===== config.mk =====
export PLATFORM = sky130hd
export DESIGN_NAME = subtractor_digit_serial_16bit
export DESIGN_NICKNAME = d
export VERILOG_FILES = /design/src/rtl/subtractor_digit_serial_16bit.sv
export SDC_FILE = /design/constraint.sdc
export NUM_CORES = 1
export LEC_CHECK = 0
export ABC_AREA = 1
export BUFFER_PORTS_ARGS = -buffer_cell sky130_fd_sc_hd__buf_2
export CORE_ASPECT_RATIO = 1.25
export CORE_MARGIN = 1.5
export CORE_UTILIZATION = 55
export DETAILED_ROUTE_END_ITERATION = 10
export PLACE_DENSITY = 0.82
export SLEW_MARGIN = 20
export SYNTH_ARGS = -nofsm -noshare
export SYNTH_HDL_FRONTEND = slang
export SYNTH_SLANG_ARGS = --single-unit

===== constraint.sdc =====
create_clock -name clk -period 4.6 [get_ports clk]
set_clock_uncertainty 0.15 [all_clocks]
set_input_delay 0.46 -clock clk [delete_from_list [all_inputs] [get_ports clk]]
set_output_delay 0.46 -clock clk [all_outputs]
set_load 0.01 [all_outputs]

===== src/rtl/subtractor_digit_serial_16bit.sv =====
// Digit-serial subtractor: D = A - B - Bin, least-significant digit first.
// One DIGIT-wide slice is handled per RUN cycle, with a single borrow flip-flop between cycles.
module subtractor_digit_serial_16bit #(
    parameter int unsigned WIDTH = 16,
    parameter int unsigned DIGIT = 4
) (
    input  logic             clk,
    input  logic             rst_n,
    input  logic             start,
    input  logic [WIDTH-1:0] A,
    input  logic [WIDTH-1:0] B,
    input  logic             Bin,
    output logic             busy,
    output logic             done,
    output logic [WIDTH-1:0] D,
    output logic             Bout,
    output logic             V
);

    localparam int unsigned NDIG = WIDTH / DIGIT;
    localparam int unsigned CW   = (NDIG > 1) ? $clog2(NDIG) : 1;
    localparam int unsigned DW   = DIGIT + 1;

    typedef enum logic [1:0] {IDLE, RUN, DONE} state_t;

    state_t           state;
    state_t           state_n;
    logic [WIDTH-1:0] a_sr;
    logic [WIDTH-1:0] b_sr;
    logic [WIDTH-1:0] res_sr;
    logic [CW-1:0]    cnt;
    logic             brw;
    logic             a_msb;
    logic             b_msb;

    logic [DW-1:0]    dsub;
    logic [WIDTH-1:0] res_shift;
    logic             last;
    logic             accept;

    // One digit of subtraction; the extra top bit is the outgoing borrow
    always_comb begin
        dsub      = {1'b0, a_sr[DIGIT-1:0]} - {1'b0, b_sr[DIGIT-1:0]} - DW'(brw);
        res_shift = (res_sr >> DIGIT) | (WIDTH'(dsub[DIGIT-1:0]) << (WIDTH - DIGIT));
        last      = (cnt == CW'(NDIG - 1));
        accept    = start && (state != RUN);
    end

    always_ff @(posedge clk or negedge rst_n) begin
        if (!rst_n) state <= IDLE;
        else        state <= state_n;
    end

    always_comb begin
        state_n = state;
        case (state)
            IDLE:    if (start) state_n = RUN;
            RUN:     if (last)  state_n = DONE;
            DONE:    state_n = start ? RUN : IDLE;
            default: state_n = IDLE;
        endcase
    end

    // Operand capture, digit shifting and result/flag update at completion
    always_ff @(posedge clk or negedge rst_n) begin
        if (!rst_n) begin
            busy   <= 1'b0;
            done   <= 1'b0;
            D      <= '0;
            Bout   <= 1'b0;
            V      <= 1'b0;
            a_sr   <= '0;
            b_sr   <= '0;
            res_sr <= '0;
            cnt    <= '0;
            brw    <= 1'b0;
            a_msb  <= 1'b0;
            b_msb  <= 1'b0;
        end else begin
            busy <= (state_n == RUN);
            done <= (state_n == DONE);
            if (accept) begin
                a_sr   <= A;
                b_sr   <= B;
                brw    <= Bin;
                cnt    <= '0;
                res_sr <= '0;
                a_msb  <= A[WIDTH-1];
                b_msb  <= B[WIDTH-1];
            end else if (state == RUN) begin
                a_sr   <= a_sr >> DIGIT;
                b_sr   <= b_sr >> DIGIT;
                res_sr <= res_shift;
                brw    <= dsub[DIGIT];
                cnt    <= cnt + CW'(1);
                if (last) begin
                    D    <= res_shift;
                    Bout <= dsub[DIGIT];
                    V    <= (a_msb != b_msb) && (res_shift[WIDTH-1] != a_msb);
                end
            end
        end
    end

endmodule


==> summary.txt <==
status: completed
cts bufs inserted: 9
vias in the first global route: 2,208
synth unique cells: 26
final setup TNS: 0 ns
Synth area leaders: dfrtp_1 (59%), nand2_1 (11%), inv_1 (5.2%)
Synth warnings: 0
clock root cell: clkbuf_8
Area Growth Syn to Fin: 16.0%
combinational cell fraction of total power: 40.2%
Max Root-Sink Buffers: 2
Net Count, Synth: 352
final hold vios: 0
initial antenna violation count: 0
Avg Cell Area, Syn: 9.86 µm²
VDD IR max: 0.375 mV
synthesized area: 3030 µm²
first-pass GRT wire length: 10000 µm
CP arrival: 2.28 ns
ys async rst share: 100%
Tmin final: 2.20 ns
crit path capture type: register
number of port buffers: 55
final design utilization: 65.4%
drt drc: 0
via total after detailed routing: 2,261
H-Tree Depth: 3
dpl cells: 414
Die ar.: 5960 µm²
via density per instance: 5.27
Gate Count Post-Synth: 307
total chip power: 2.57 mW
critical path class: register to register
DPL Wire Length: 3740 µm
P_int: 1.58 mW
area used by multi-input combinational logic: 981 µm²
number of synthesized register bits: 71
total track usage: 21.5%
transition time of the tightest slew-check pin: 0.719 ns
PostCTS Resize Cnt: 0
gpl congestion: 0.733
relative slew slack: 52.1%
fill cell count: 441
CTS Sinks: 71
io pins: 56
crit start category: register
RSZ-0062 raised after global routing: no
initial core utilization: 56.4%
Finished Layout Cells: 429
Seq pwr share: 39.0%
n_diodes: 0
grt total ovfl: 0
Leakage: 1.81 nW
Cell Pwr Density: 733 nW/µm²
Critical Path Fanout Max: 3
Die H: 85.9 µm
most frequent cells in the layout: nand2_1 (85), dfrtp_1 (71), buf_2 (55)
area leader, netlist: dfrtp_1
RR Startpoint: a_sr[0]
# setup viols final: 0
# rows: 30
drt pass-1 iters: 5
worst-skew pair later-pin latency: 0.34 ns
Main synth FF type: dfrtp_1
postcts setup bufs: 0
CP required: 4.68 ns
Final period util: 47.7%
die width: 69.4 µm
clock power share: 20.7%
Psw: 0.988 mW
WL/cell: 13.4 µm
share of layout cells above drive strength 1: 21.4%
Reg2Reg Setup Slack: 2.40 ns
register area share after synthesis: 58.7%
nets: 406
First DRT Iteration DRCs: 212
Peak Freq: 455 MHz
Max-Cap Viols: 0
r2r endpoint: V
most common cell after layout, fill and taps aside: nand2_1
ANT nets after route: 0
R2R depth: 9
largest net degree at the start of global routing: 40
Hold Buf Count CTS: 0
min-delay worst type: primary input to async pin
EDFF count, synth: 0
sequential cell area: 1780 µm²
Clk pin slew, worst setup/hold paths: 0.07 ns
final slew viol count: 0
Total Wirelength: 5750 µm
Sw Ratio: 38.4%
core area: 5370 µm²
CTS tree: done
share of the synthesized area in the top cell type: 58.7%
hold_ws: 0.0220 ns
## cell type report
| cell class | instances | area share [%] |
|---|---|---|
| clock inverters | 4 | 2.00 |
| inverters | 46 | 5.06 |
| multi-input cells | 177 | 28.0 |
| clock buffers | 11 | 4.03 |
| well taps | 64 | 2.28 |
| flip-flops and latches | 71 | 50.6 |
| repair buffers | 56 | 8.06 |
## metal layers
| metal | up-vias | part of all wire [%] | track usage [%] |
|---|---|---|---|
| met5 | - | 0 | 0 |
| met4 | 0 | 1.6 | 9.45 |
| met3 | 9 | 6.1 | 5.76 |
| met2 | 72 | 48 | 34.5 |
| met1 | 1075 | 44 | 27.5 |
| li1 | 1105 | - | - |
## kinds of logic (layout without fill, tap and decap cells)
kind of cell,count (synthesis),count (layout),synth area share [%]
AOI/OAI and AO/OA,64,64,13.6
xor gates and xnor gates,2,2,0.579
adders and majority gates,9,9,4.22
buffers and inverters,59,117,8.89
DFF,71,71,58.7
and+or+nand+nor,102,102,14.0
## worst max-delay path by stage
stage,depth (start not counted),from,end
after floorplan,7,a_sr[0],Bout
after global placement,9,a_sr[0],V
after detailed placement,9,a_sr[0],V
after CTS,9,a_sr[0],V
after global routing,9,a_sr[0],V
final,9,a_sr[0],V
## critical path: stages (launching register included)
cell and delay (ns):
dfrtp_1 0.40, fa_1 0.56, inv_1 0.05, ha_1 0.17
o21ai_0 0.29, nand3_1 0.16, nand3_1 0.13, nand2_1 0.07
nand2_1 0.05, nand2_1 0.05
## power by group through the flow
stage / sequential, mW / combinational (mW) / clock [mW]
3_5_place_dp: 1.01 / 1.02 / 0
3_3_place_gp: 1.00 / 0.982 / 0
4_1_cts: 1.00 / 1.04 / 0.540
2_1_floorplan: 1.03 / 0.756 / 0
5_1_grt: 1.03 / 1.19 / 0.570
6_report: 1.00 / 1.03 / 0.533
## synth_stat cells, types with 2 or more instances
cell type,number
a21oi_1,2
a22o_1,5
buf_2,7
buf_6,4
dfrtp_1,71
fa_1,2
ha_1,7
inv_1,42
inv_2,2
inv_4,2
nand2_1,85
nand2_2,2
nand3_1,9
nor2_1,4
o211ai_1,13
o21ai_0,15
o21ai_1,9
o221ai_1,6
o22ai_1,13
## registers in the layout (all words and copies together) (netlist names), 2 cells and up
name and flops:
a_sr 16, cnt 2, state 2, res_sr 12, D 16, b_sr 16
## per-stage QoR
stage | setup slack [ns] | area [µm²]
final | 2.40 | 3510
after global routing | 2.22 | 3510
after CTS | 2.40 | 3510
after floorplan | 2.61 | 3030
after global placement | 2.51 | 3300
after detailed placement | 2.41 | 3300
No activity file was read; power rests on OpenSTA's default activity.
